<file path="src/rtl/hdb3_rx_link_ctrl.sv">
// Receive-side HDB3 link controller: code-rule checking, LOS/ACQ/LOCKED tracking,
// decoder reset and data-valid alignment. Define HDB3_ERR_CNT_EN to build o_err_cnt.
module hdb3_rx_link_ctrl #(
    parameter int LOS_ZEROS  = 16,
    parameter int LOCK_SYMS  = 64,
    parameter int WIN_LEN    = 256,
    parameter int ERR_THRESH = 4,
    parameter int DEC_LAT    = 6
) (
    input  logic        i_clk,
    input  logic        i_rst_n,
    input  logic [1:0]  i_hdb3_code,
    input  logic        i_err_clr,
    output logic        o_dec_rst_n,
    output logic        o_data_valid,
    output logic [1:0]  o_link_state,
    output logic        o_los,
    output logic        o_code_err,
    output logic [15:0] o_err_cnt
);
    localparam int ZW = $clog2(LOS_ZEROS + 1);
    localparam int LW = $clog2(LOCK_SYMS + 1);
    localparam int WW = (WIN_LEN > 1) ? $clog2(WIN_LEN) : 1;
    localparam int EW = $clog2(ERR_THRESH + 1);

    typedef enum logic [1:0] {LOS = 2'b00, ACQ = 2'b01, LOCKED = 2'b10} state_t;
    // Polarity history reuses the symbol encoding, with 00 meaning "no history".
    localparam logic [1:0] POL_NONE = 2'b00;

    state_t             st, st_nx;
    logic [1:0]         s1, last_pol, last_viol;
    logic [ZW-1:0]      zero_run, zero_run_nx;
    logic [LW-1:0]      lock_cnt, lock_inc;
    logic [WW-1:0]      win_cnt;
    logic [EW-1:0]      win_err, win_err_nx;
    logic [DEC_LAT-1:0] vld_pipe;
    logic               is_zero, is_pulse, los_hit, viol, code_err, win_wrap;

    always_comb begin
        is_zero     = (s1 == 2'b00) || (s1 == 2'b11);
        is_pulse    = !is_zero;
        zero_run_nx = '0;
        if (is_zero)
            zero_run_nx = (zero_run == ZW'(LOS_ZEROS)) ? zero_run : zero_run + ZW'(1);
        los_hit = is_zero && (zero_run_nx == ZW'(LOS_ZEROS));
        viol    = is_pulse && (last_pol != POL_NONE) && (s1 == last_pol);
        // LOS entry outranks every code error on the same symbol
        code_err = (st != LOS) && !los_hit &&
                   ((s1 == 2'b11) || (is_zero && zero_run_nx == ZW'(4)) ||
                    (viol && (((last_viol != POL_NONE) && (s1 == last_viol)) ||
                              (zero_run < ZW'(2)))));
        lock_inc   = lock_cnt + LW'(1);
        win_wrap   = (win_cnt == WW'(WIN_LEN - 1));
        win_err_nx = win_err + EW'(code_err);
        st_nx = st;
        if (los_hit)
            st_nx = LOS;
        else begin
            case (st)
                LOS:     if (is_pulse) st_nx = ACQ;
                ACQ:     if (!code_err && lock_inc == LW'(LOCK_SYMS)) st_nx = LOCKED;
                LOCKED:  if (win_err_nx == EW'(ERR_THRESH)) st_nx = ACQ;
                default: st_nx = LOS;
            endcase
        end
    end

    always_ff @(posedge i_clk or negedge i_rst_n) begin
        if (!i_rst_n) begin
            st          <= LOS;
            s1          <= 2'b00;
            zero_run    <= '0;
            last_pol    <= POL_NONE;
            last_viol   <= POL_NONE;
            lock_cnt    <= '0;
            win_cnt     <= '0;
            win_err     <= '0;
            vld_pipe    <= '0;
            o_code_err  <= 1'b0;
            o_los       <= 1'b1;
            o_dec_rst_n <= 1'b0;
        end else begin
            s1          <= i_hdb3_code;
            st          <= st_nx;
            zero_run    <= zero_run_nx;
            o_code_err  <= code_err;
            o_los       <= (st_nx == LOS);
            o_dec_rst_n <= (st_nx != LOS);
            // The pulse that leaves LOS is not remembered; checking restarts from scratch.
            if (st == LOS || st_nx == LOS) begin
                last_pol  <= POL_NONE;
                last_viol <= POL_NONE;
            end else if (is_pulse) begin
                last_pol <= s1;
                if (viol) last_viol <= s1;
            end
            if (st != ACQ || code_err) lock_cnt <= '0;
            else                       lock_cnt <= lock_inc;
            if (st != LOCKED || st_nx != LOCKED) begin
                win_cnt <= '0;
                win_err <= '0;
            end else begin
                win_cnt <= win_wrap ? '0 : win_cnt + WW'(1);
                win_err <= win_wrap ? '0 : win_err_nx;
            end
            // Tags follow the symbol through the decoder latency; LOS flushes them at once.
            if (st_nx == LOS) vld_pipe <= '0;
            else              vld_pipe <= {vld_pipe[DEC_LAT-2:0], st_nx == LOCKED};
        end
    end

    assign o_link_state = st;
    assign o_data_valid = vld_pipe[DEC_LAT-1];

`ifdef HDB3_ERR_CNT_EN
    logic [15:0] err_cnt;
    always_ff @(posedge i_clk or negedge i_rst_n) begin
        if (!i_rst_n)                         err_cnt <= '0;
        else if (i_err_clr)                   err_cnt <= {15'd0, code_err};
        else if (code_err && err_cnt != 16'hFFFF) err_cnt <= err_cnt + 16'd1;
    end
    assign o_err_cnt = err_cnt;
`else
    logic unused_err_clr;
    assign unused_err_clr = i_err_clr;
    assign o_err_cnt      = 16'h0;
`endif
endmodule

</file>
<file path="config.mk">
export PLATFORM = sky130hd
export DESIGN_NAME = hdb3_rx_link_ctrl
export DESIGN_NICKNAME = d
export VERILOG_FILES = /design/src/rtl/hdb3_rx_link_ctrl.sv
export SDC_FILE = /design/constraint.sdc
export NUM_CORES = 1
export LEC_CHECK = 0
export CORE_MARGIN = 4
export CORE_UTILIZATION = 55
export CTS_CLUSTER_SIZE = 40
export DETAILED_ROUTE_END_ITERATION = 8
export PLACE_DENSITY = 0.81
export SLEW_MARGIN = 20
export SYNTH_ARGS = -nofsm -noshare
export SYNTH_HDL_FRONTEND = slang
export SYNTH_SLANG_ARGS = --single-unit
export TNS_END_PERCENT = 5
</file>
<file path="constraint.sdc">
create_clock -name i_clk -period 5.4 [get_ports i_clk]
set_input_delay 1.08 -clock i_clk [delete_from_list [all_inputs] [get_ports i_clk]]
set_output_delay 1.08 -clock i_clk [all_outputs]
set_load 0.05 [all_outputs]
</file>
**Yosys cells after proc, flatten, opt, wreduce, memory -nomap -nowiden**

Index checks and enable logic that the tools add are counted.

- Flip-flop bits (word level): 40
- Bits of input ports: 5
- Output and inout port bits: 22
- Word-level logic and storage cells: 79

- Add/subtract/negate cells: 4
- $lt $le $gt $ge: 1
- Equality and inequality tests: 16
- Multiplexer cells: 18
- Reductions and logical operators: 28

Operators by type and width:

| cell | number |
|---|---|
| $mux 2 | 9 |
| $mux 8 | 2 |
| $eq 5x5->1 const B | 2 |
| $mux 5 | 2 |
| $reduce_bool 2->1 | 5 |
| $logic_and 1x1->1 | 9 |
| $add 8x1->8 const B | 1 |
| $eq 8x8->1 const B | 1 |
| $add 7x1->7 const B | 1 |
| $eq 7x7->1 const B | 1 |
| $logic_or 1x1->1 | 7 |
| $mux 7 | 1 |
| $eq 2x2->1 const B | 3 |
| $logic_not 2->1 | 3 |
| $mux 3 | 2 |
| $mux 6 | 1 |
| $pmux 2 s3 | 1 |
| $add 5x1->5 const B | 1 |
| $eq 5x3->1 const B | 1 |
| $lt 5x2->1 const B | 1 |
| $eq 2x2->1 | 2 |
| $ne 2x1->1 const B | 2 |
| $ne 2x2->1 const B | 2 |
| $add 3x1->3 | 1 |
| other kinds (4) | 6 |

**Longest topological paths before layout**

Gate-level depths: netlist (run 1).

- Word-level depth: 17
- Depth in mapped cells: 14
- Mapped depth without buffers: 14

**Worst setup path after synthesis (run 1)**

OpenSTA, ideal clock, no wires.

- Kind: register to register
- Start: reg zero_run[0]
- End: reg win_cnt[3]
- Setup time: 0.071 ns
- Arrival time: 3.088 ns
- Data required time: 5.329 ns
- Setup slack: 2.241 ns
- Stages on the path, launching flop included: 14
- Buffers on the path: 0
- Clock period less this slack: 3.159 ns
- Cells stage by stage: dfrtp_1 > inv_1 > ha_1 > a31oi_2 > or4_4 > o31ai_4 > nor2_1 > ha_1 > ha_1 > xnor2_1 > o311a_1 > o41ai_2 > a31o_2 > nor2_1

- Longest elaborated chain between the ends: 16

Ends and longest elaborated chain:

| what | line | source |
|---|---|---|
| start, declared | 32 | `logic [ZW-1:0] zero_run, zero_run_nx;` |
| start signal, assigned | 85 | `zero_run <= zero_run_nx;` |
| $add 5x1->5 or $eq 5x5->1 (tied branches) | 44 | `zero_run_nx = (zero_run == ZW'(LOS_ZEROS)) ? zero_run : zero_run + ZW'(1);` |
| $mux 5 | 44 |  |
| $mux 5 | 43 | `if (is_zero)` |
| $eq 5x5->1 or $eq 5x3->1 (tied branches) | 45, 49 |  |
| $logic_and 1x1->1 (on tied branches) | 45, 49 |  |
| $logic_not 1->1 or $logic_or 1x1->1 (tied branches) | 48, 49 |  |
| $logic_and 1x1->1 or $logic_or 1x1->1 (tied branches) | 48, 49 |  |
| $logic_and 1x1->1 * | 48 | `code_err = (st != LOS) && !los_hit &&` |
| named net code_err | 37 | `logic is_zero, is_pulse, los_hit, viol, code_err, win_wrap;` |
| $add 3x1->3 or $logic_not 1->1 (tied branches) | 54, 61 |  |
| $eq 3x3->1 or $logic_and 1x1->1 (tied branches) | 62, 61 |  |
| $mux 2 (on tied branches) | 62, 61 |  |
| $pmux 2 s3 * | 59 | `case (st)` |
| $mux 2 * | 56 | `if (los_hit)` |
| $ne 2x2->1 * | 99 | `if (st != LOCKED \|\| st_nx != LOCKED) begin` |
| $logic_or 1x1->1 * | 99 |  |
| $mux 8 * | 99 |  |
| end signal, assigned | 103 | `win_cnt <= win_wrap ? '0 : win_cnt + WW'(1);` |
| end, declared | 34 | `logic [WW-1:0] win_cnt;` |

The timed path passes the listed nets; every way through them passes the cells marked *.
A chain may end at the register's enable or synchronous reset.

**Final worst setup path (run 1)**

- Start: reg s1[0]
- End: reg win_cnt[5]

- Longest elaborated chain between the ends: 16

Ends and longest elaborated chain:

| what | line | source |
|---|---|---|
| start, declared | 31 | `logic [1:0] s1, last_pol, last_viol;` |
| start signal, assigned | 83 | `s1 <= i_hdb3_code;` |
| $eq 2x2->1 or $logic_not 2->1 (tied branches) | 40, 49 |  |
| $logic_or 1x1->1 | 40 | `is_zero = (s1 == 2'b00) \|\| (s1 == 2'b11);` |
| $mux 5 or $logic_not 1->1 (tied branches) | 43, 41 |  |
| $eq 5x5->1, or another cell as far along | 45 | `los_hit = is_zero && (zero_run_nx == ZW'(LOS_ZEROS));` |
| $logic_and 1x1->1 (on tied branches) | 45, 46, 49 |  |
| $logic_not 1->1, or another cell as far along | 48 |  |
| $logic_and 1x1->1 or $logic_or 1x1->1 (tied branches) | 48, 49 |  |
| $logic_and 1x1->1 * | 48 |  |
| named net code_err | 37 |  |
| $add 3x1->3 or $logic_not 1->1 (tied branches) | 54, 61 |  |
| $eq 3x3->1 or $logic_and 1x1->1 (tied branches) | 62, 61 |  |
| $mux 2 (on tied branches) | 62, 61 |  |
| $pmux 2 s3 * | 59 |  |
| $mux 2 * | 56 |  |
| $ne 2x2->1 * | 99 |  |
| $logic_or 1x1->1 * | 99 |  |
| $mux 8 * | 99 |  |

Marked as above.

==> results.ini, run 1 <==
[place]
placed_area_sq_um = 2316
dp.final_hpwl_microns = 2511
gp_congestion = 0.8306
io_buffers = 9

[critical_path]
critPathCaptureType = flip-flop
critPathLaunchType = flip-flop
required_ns = 5.63
crit_fanout = 13
arrival_ns = 3.91
critPathKind = flip-flop to flip-flop

[clocking]
clkTransAtPathRegs_ns = 0.08
htree_levels = 2
numCtsBuffers = 5
clkSinkCount = 40
root_buffer = clkbuf_8
tritoncts = done
clk_path_buf_depth = 2
post_cts_resized = 0
postCtsSetupRepairBufs = 0
clock_latency_ns = 0.30
cts-hold-fix-buffers = 0

[floorplanning]
die-width_microns = 72.26
dieArea_sq_um = 5221
fp.dieH_microns = 72.26
initial_utilization_pct = 56.77
pin_count = 27
core_sq_um = 4000
rows = 23

[synthesis]
synth-edff-count = 0
synthArstFlopShare_pct = 100.0
syn_area_per_cell_sq_um = 11.02
syn_inst = 206
yosys_warnings = 0
ys_ff_latch = 40
synth_area_sq_um = 2271
seq_area_frac_synth_pct = 44.13
ys_types = 56
synthFlopType = dfrtp_1

[drt]
wirelength_microns = 3539
viasPerCell = 5.346
vias = 1422
wl_per_cell_microns = 13.30
drt_iter0_drc = 71
dr.pass1.iters = 4
drc = 0
ant_nets = 0

[finish]
final_cell_area_sq_um = 2449
final_common_cell = dfrtp_1
drive_gt1_share_pct = 13.43
final_nets = 228
diodes = 0
n_fill_cell = 332
syn2layout_area_growth_pct = 7.824
layout_common_cells = dfrtp_1, nor2_1, conb_1

[grt]
grt_pass1_wl_microns = 6072
grt_pass1_vias = 1333
grt_usage_pct = 15.06
antenna_found_initial = 0
grt_max_degree = 41
overflow = 0

[status]
status = finished clean

[sta]
slew_violations = 0
period_share_pct = 68.04
worst_slew_pin_slew_ns = 0.8529
setup_violations = 0
finalClockSkew_ns = 0.01168
min_period_ns = 3.674
relSlewSlack_pct = 43.14
hold_viol = 0
fmax_ghz = 0.2722
final.setup.tns_ns = 0
rsz0062_at_grt = no

[flow_run]
max_cap_violations = 0

[pwr]
ir_worst_vdd_uv = 190.5
p_total_uw = 778.0
p_leak_uw = 0.001107
power.density_nw_per_um2 = 317.7

[worst_hold_path]
hp-class = flip-flop to flip-flop

routing by layer:
metal	wire, microns	GRT usage, %
met1	1650	19.05
met5	0	0
met2	1713	24.57
met4	57	5.637
met3	118	4.155
worst max-delay path: stages (launching register included):
cell and delay, ns:
dfrtp_1 0.47, ha_1 0.53, or2_4 0.36, or4_4 0.53, o31ai_4 0.12, nor2_1 0.11
ha_1 0.19, ha_1 0.18, xnor2_1 0.27, o311a_1 0.28, o41ai_2 0.15, a31o_2 0.30
nor2_1 0.12
final cells by class:
type                    instances  area (sq um)  area share, %
flip-flops and latches         40          1002          40.93
inverters                       7         26.28          1.073
clock buffers                   6         72.57          2.964
repair buffers                  9         85.08          3.475
well taps                      50         62.56          2.555
clock inverters                 2         60.06          2.453
multi-input cells             152          1140          46.55
metrics by stage:
step	setup WS [ns]	hold WS (ns)	cells	util [%]
global route	1.474	0.4775	266	61.21
finish	1.726	0.4549	266	61.21
CTS	1.695	0.4604	266	61.21
detailed placement	1.709	0.4399	258	57.90
floorplan	2.241	0.4277	221	-
global placement	1.773	0.4346	258	57.90
registers in the layout, indices dropped and copies added, names as in the netlist:
signal,flops
last_pol,2
o_code_err,1
vld_pipe,6
s1,2
o_dec_rst_n,1
win_err,3
o_los,1
zero_run,5
last_viol,2
o_link_state,2
lock_cnt,7
win_cnt,8
Yosys cell counts, types with 3 or more instances:
cell / instances / share of area, %
nand2_1: 8 / 1.3
xnor2_1: 9 / 3.5
nor2_1: 19 / 3.1
mux2i_1: 3 / 1.3
nand2b_1: 4 / 1.1
buf_4: 16 / 5.3
nand3_1: 7 / 1.5
a21oi_1: 5 / 1.1
and3_1: 9 / 2.5
xor2_1: 9 / 3.5
nor2b_1: 5 / 1.4
ha_1: 8 / 4.4
dfrtp_1: 39 / 43
inv_1: 7 / 1.2
nor3_1: 3 / 0.66
and2_1: 5 / 1.4
cells by family (layout without fill, tap and decap cells):
logic type      after synthesis  count (layout)  share of synthesized area [%]
simple gates                 82              82                          23.86
flops                        40              40                          44.13
buf+inv                      29              24                          8.154
compound gates               25              25                          11.02
xor+xnor                     18              18                          6.943
fa+ha+maj                     8               8                          4.408
mux                           3               3                          1.322
other cells                   1              16                         0.1651
report_power, final:
part	internal (uW)	total, uW	switching [uW]
Combinational	50.4	133	82.6
Sequential	322	355	33.1
Clock	185	290	105
path summary, 6_finish.rpt:
kind                              from           to  slack (ns)  cells after the start
min reg2reg                vld_pipe[4]  vld_pipe[5]        0.45                      1
max in group asynchronous      i_rst_n  lock_cnt[6]        3.96                      1
max reg2reg                      s1[0]   win_cnt[5]        1.73                     12
min                        vld_pipe[4]  vld_pipe[5]        0.45                      1
max                              s1[0]   win_cnt[5]        1.73                     12
min in group asynchronous      i_rst_n   win_err[2]        0.88                      1
No activity file was read; power rests on OpenSTA's default activity.
==> run 2: changes to the inputs <==
CORE_UTILIZATION = 50   (was 55)
PLACE_DENSITY = 0.77   (was 0.81)
clock period = 3.24 ns   (was 5.4 ns; I/O delays follow)
==> results.ini, run 2 (synthesized netlist as in run 1, its figures left out) <==
[grt]
antenna_found_initial = 0  ; unchanged
grt_usage_pct = 13.18  ; -1.9 points
overflow = 0  ; unchanged
grt_pass1_vias = 1295  ; -2.9%
grt_pass1_wl_microns = 5547  ; -8.6%
grt_max_degree = 41  ; unchanged

[critical_path]
critPathKind = flip-flop to flip-flop
r2r-start = zero_run[0]
reg2reg_depth = 13  ; +1
arrival_ns = 3.30  ; -0.61 ns
r2r_end = win_err[2]
critPathCaptureType = flip-flop
crit_start = zero_run[0]
crit_path_end = win_err[2]
required_ns = 3.42  ; -2.21 ns
crit_fanout = 6  ; -7
rrSetupSlack_ns = 0.13  ; -1.60 ns
critPathLaunchType = flip-flop

[floorplanning]
initial_utilization_pct = 51.80  ; -5.0 points
rows = 24  ; +4.3%
core_sq_um = 4384  ; +9.6%
dieArea_sq_um = 5684  ; +8.9%
fp.dieH_microns = 75.40  ; +4.3%
pin_count = 27  ; unchanged
die-width_microns = 75.40  ; +4.3%

[sta]
setup_violations = 0  ; unchanged
finalClockSkew_ns = 0.005502  ; -0.006178 ns
min_period_ns = 3.115  ; -0.5593 ns
rsz0062_at_grt = no
fmax_ghz = 0.3211  ; +18%
relSlewSlack_pct = 43.46  ; +0.32 points
worst_slew_pin_slew_ns = 0.8481  ; -0.004745 ns
worst_slack_ns = 0.1253  ; -1.601 ns
hold_viol = 0  ; unchanged
slew_violations = 0  ; unchanged
final.setup.tns_ns = 0  ; unchanged
period_share_pct = 96.13  ; +28 points

[finish]
layout_common_cells = dfrtp_1, nor2_1, conb_1
drive_gt1_share_pct = 21.74  ; +8.3 points
diodes = 0  ; unchanged
regMostFlops = win_cnt
syn2layout_area_growth_pct = 13.00
reg_top3 = win_cnt x8, lock_cnt x7, vld_pipe x6
final_nets = 242  ; +6.1%
final_common_cell = dfrtp_1
largest_reg_flops = 8  ; unchanged

[pwr]
p_int_uw = 873.1  ; +57%
netSwitchingPower_uw = 372.3  ; +69%
sw_frac_of_total_pct = 29.90  ; +1.5 points
power.density_nw_per_um2 = 485.3  ; +53%
pwr-share-comb_pct = 19.9  ; +2.8 points
clockPowerShare_pct = 33.0  ; -4.2 points
p_leak_uw = 0.001159  ; +4.7%
power_frac_seq_pct = 47.1  ; +1.4 points
ir_worst_vdd_uv = 308.6  ; +62%

[drt]
wl_per_cell_microns = 12.69  ; -4.6%
dr.pass1.iters = 4  ; unchanged
drt_iter0_drc = 74  ; +4.2%
drc = 0  ; unchanged
wirelength_microns = 3579  ; +1.1%
ant_nets = 0  ; unchanged
vias = 1433  ; +0.77%
viasPerCell = 5.082  ; -4.9%

[clocking]
clkTransAtPathRegs_ns = 0.08  ; about the same
clock_latency_ns = 0.29  ; about the same
clkSinkCount = 40  ; unchanged
htree_levels = 2  ; unchanged
numCtsBuffers = 5  ; unchanged
tritoncts = done
root_buffer = clkbuf_8
clk_path_buf_depth = 2  ; unchanged

[status]
status = finished clean

[worst_hold_path]
hp-class = input pin to asynchronous set/reset pin

[place]
gp_congestion = 0.8007  ; -3.6%
dp_slack_ns = 0.005216  ; -1.704 ns
io_buffers = 9  ; unchanged
dp.final_hpwl_microns = 2547  ; +1.5%

[flow_run]
max_cap_violations = 0  ; unchanged

-- run 2: changes by cell type in the layout (fill, tap and decap cells not counted), sizes merged --
cell      change
clkbuf        -1
clkinvlp      +1
inv           +1
buf          +14
bufinv        -1
-- run 2: power by group through the flow --
stage / logic, uW / registers [uW] / clock network [uW]
after global routing: 273 / 593 / 452
after floorplan: 196 / 590 / 0
final: 248 / 586 / 412
after CTS: 238 / 586 / 426
after detailed placement: 235 / 596 / 0
after global placement: 232 / 594 / 0
-- run 2: worst min path at each step --
stage,start,endpoint,slack (ns),cells past startpoint
5_1_grt,vld_pipe[4],vld_pipe[5],0.48,1
3_5_place_dp,vld_pipe[4],vld_pipe[5],0.44,1
2_1_floorplan,i_rst_n,last_pol[0],0.35,0
6_report,i_rst_n,win_err[2],0.46,1
3_3_place_gp,vld_pipe[4],vld_pipe[5],0.43,1
4_1_cts,vld_pipe[2],vld_pipe[3],0.46,1
-- run 2: per-layer routing --
metal | global-route usage (%) | wire length [microns]
met4 | 6.408 | 63
met5 | 0 | 0
met3 | 3.958 | 122
met2 | 20.71 | 1728
met1 | 16.58 | 1664
-- run 2: stage by stage --
stage                     instance area (sq um)  utilization (%)  cells  total power, uW  hold slack (ns)
after CTS                                  2519            57.45    279             1249           0.4593
after global placement                     2401            54.77    271            825.7           0.4347
after global routing                       2566            58.53    282             1318           0.4807
after detailed placement                   2401            54.77    271            831.2           0.4431
after floorplan                            2327                -    221            786.6           0.3524
final                                      2566            58.53    282             1245           0.4561
-- run 2: layout make-up --
cell class                 instances  area (sq um)
timing repair buffer              23         190.2
tap                               52         65.06
clock inverter                     3         46.29
multi-input combinational        152          1165
sequential                        40          1005
fill                             365          1818
clock buffer                       5         68.82
inverter                           7         26.28
-- run 2: worst max-delay path, stage by stage (launching register included) --
cell and delay (ns):
dfrtp_1 0.41, inv_1 0.13, ha_4 0.22, or2_4 0.24, or4_4 0.52, o31ai_4 0.09
nor2_2 0.07, ha_1 0.18, ha_1 0.20, xnor2_2 0.15, o311a_1 0.39, o41ai_2 0.09
a31o_2 0.24, nor2_1 0.06
-- run 2: timing repair --
item / 4_1_cts / 5_1_grt
pin swaps: 0 / 2
hold buffers: 0 / 0
setup endpoints to repair: 1 / 11
setup buffers: 0 / 3
resized for setup: 1 / 6
==> run 3: changes to the inputs <==
PLACE_DENSITY = 0.75   (was 0.77)
==> results.ini, run 3 (synthesized netlist as in run 1, its figures left out) <==
[finish]
final_nets = 245  ; +1.2%
final_common_cell = dfrtp_1
n_fill_cell = 371  ; +1.6%
layout_common_cells = dfrtp_1, nor2_1, buf_4
reg_top3 = win_cnt x8, lock_cnt x7, vld_pipe x6
syn2layout_area_growth_pct = 17.08
regMostFlops = win_cnt
drive_gt1_share_pct = 23.71  ; +2.0 points
diodes = 0  ; unchanged
largest_reg_flops = 8  ; unchanged

[grt]
grt_pass1_vias = 1398  ; +8.0%
overflow = 0  ; unchanged
grt_max_degree = 41  ; unchanged
grt_usage_pct = 14.50  ; +1.3 points
grt_pass1_wl_microns = 6368  ; +15%
antenna_found_initial = 0  ; unchanged

[sta]
relSlewSlack_pct = 42.03  ; -1.4 points
worst_slack_ns = 0.1215  ; -0.003868 ns
worst_slew_pin_slew_ns = 0.8696  ; +0.02149 ns
fmax_ghz = 0.3207  ; -0.12%
period_share_pct = 96.25  ; +0.12 points
setup_violations = 0  ; unchanged
slew_violations = 0  ; unchanged
finalClockSkew_ns = 0.008623  ; +0.003122 ns
min_period_ns = 3.119  ; +0.003868 ns
hold_viol = 0  ; unchanged
rsz0062_at_grt = no
hold_slack_ns = 0.4527  ; -0.003372 ns

[pwr]
netSwitchingPower_uw = 360.1  ; -3.3%
p_leak_uw = 0.001188  ; +2.5%
pwr-share-comb_pct = 19.8  ; about the same
p_total_uw = 1311  ; +5.3%
p_int_uw = 950.9  ; +8.9%
power.density_nw_per_um2 = 493.1  ; +1.6%
power_frac_seq_pct = 44.9  ; -2.2 points
clockPowerShare_pct = 35.4  ; +2.4 points
ir_worst_vdd_uv = 308.9  ; +0.11%
sw_frac_of_total_pct = 27.47  ; -2.4 points

[place]
gp_congestion = 0.8056  ; +0.61%
io_buffers = 9  ; unchanged
dp.final_hpwl_microns = 2615  ; +2.6%
dp_slack_ns = -0.01919  ; -0.02440 ns

[critical_path]
critPathCaptureType = flip-flop
required_ns = 3.41  ; about the same
critPathKind = flip-flop to flip-flop
arrival_ns = 3.29  ; about the same
crit_fanout = 4  ; -2
critPathLaunchType = flip-flop

[clocking]
clkSinkCount = 40  ; unchanged
numCtsBuffers = 5  ; unchanged
htree_levels = 2  ; unchanged
cts-hold-fix-buffers = 0  ; unchanged
clk_path_buf_depth = 2  ; unchanged
clock_latency_ns = 0.28  ; about the same
tritoncts = done
root_buffer = clkbuf_8
clkTransAtPathRegs_ns = 0.07  ; about the same

[drt]
ant_nets = 0  ; unchanged
drc = 0  ; unchanged
viasPerCell = 5.254  ; +3.4%
vias = 1492  ; +4.1%
drt_iter0_drc = 47  ; -36%
wl_per_cell_microns = 13.47  ; +6.1%
dr.pass1.iters = 4  ; unchanged
wirelength_microns = 3825  ; +6.9%

[floorplanning]
core_sq_um = 4384  ; unchanged
rows = 24  ; unchanged
pin_count = 27  ; unchanged
initial_utilization_pct = 51.80  ; unchanged
fp.dieH_microns = 75.40  ; unchanged
die-width_microns = 75.40  ; unchanged
dieArea_sq_um = 5684  ; unchanged

[flow_run]
max_cap_violations = 0  ; unchanged

[worst_hold_path]
hp-class = flip-flop to flip-flop

[status]
status = finished clean

run 3: changes by cell type in the layout (fill, tap and decap cells not counted), sizes merged:
cell / before / now
buf: 15 / 18
clkinvlp: 1 / 0
bufinv: 1 / 2
inv: 8 / 7
run 3: worst paths after layout:
check	startpoint	end	slack, ns	depth (start not counted)
min	vld_pipe[4]	vld_pipe[5]	0.45	1
min reg2reg	vld_pipe[4]	vld_pipe[5]	0.45	1
max reg2reg	zero_run[0]	vld_pipe[0]	0.12	13
max in group asynchronous	i_rst_n	zero_run[1]	2.16	1
max	zero_run[0]	vld_pipe[0]	0.12	13
min in group asynchronous	i_rst_n	win_err[1]	0.47	1
run 3: per-layer routing:
| layer | wire (microns) | part of all wire, % | global-route usage, % | vias up |
|---|---|---|---|---|
| li1 | - | - | - | 737 |
| met3 | 116 | 3.0 | 3.166 | 5 |
| met2 | 1912 | 50 | 23.49 | 23 |
| met1 | 1751 | 46 | 19.40 | 727 |
| met4 | 44 | 1.2 | 4.660 | 0 |
| met5 | 0 | 0 | 0 | - |
run 3: layout make-up:
cell class | instances | area, sq um | share of cell area [%]
clock buffer | 5 | 68.82 | 2.588
clock inverter | 2 | 60.06 | 2.259
inverter | 7 | 26.28 | 0.9882
multi-input combinational | 152 | 1222 | 45.98
sequential | 40 | 1003 | 37.74
tap | 52 | 65.06 | 2.447
timing repair buffer | 26 | 212.7 | 8.000
run 3: worst max-delay path, stage by stage, from the launching register on:
cell and delay, ns:
dfrtp_1 0.44, inv_2 0.08, ha_4 0.24, or2_4 0.26, or3_4 0.34, nor3_4 0.25, o31ai_4 0.08, nor2_2 0.15
ha_2 0.21, ha_4 0.16, xnor2_4 0.08, o311a_4 0.39, buf_4 0.14, a22o_1 0.20
run 3: power groups by stage:
stage               Sequential, uW  Combinational [uW]  Clock [uW]
floorplan                      590                 196           0
global placement               594                 235           0
detailed placement             596                 242           0
CTS                            587                 245         477
global route                   595                 285         502
finish                         588                 259         464
run 3: per-stage QoR:
step,instances,TNS (ns),util (%),instance area [sq um]
3_3_place_gp,273,0,55.11,2416
4_1_cts,280,0,58.11,2547
6_report,284,0,60.65,2659
2_1_floorplan,221,0,-,2327
5_1_grt,284,0,60.65,2659
3_5_place_dp,273,-0.06114,55.11,2416
run 3: repair_timing:
action | CTS | global route
hold endpoints to repair | 0 | 0
pin swaps | 0 | 11
endpoints found under the setup margin | 7 | 11
resized for setup | 1 | 13
buffers inserted | 0 | 4
gates cloned | 0 | 0
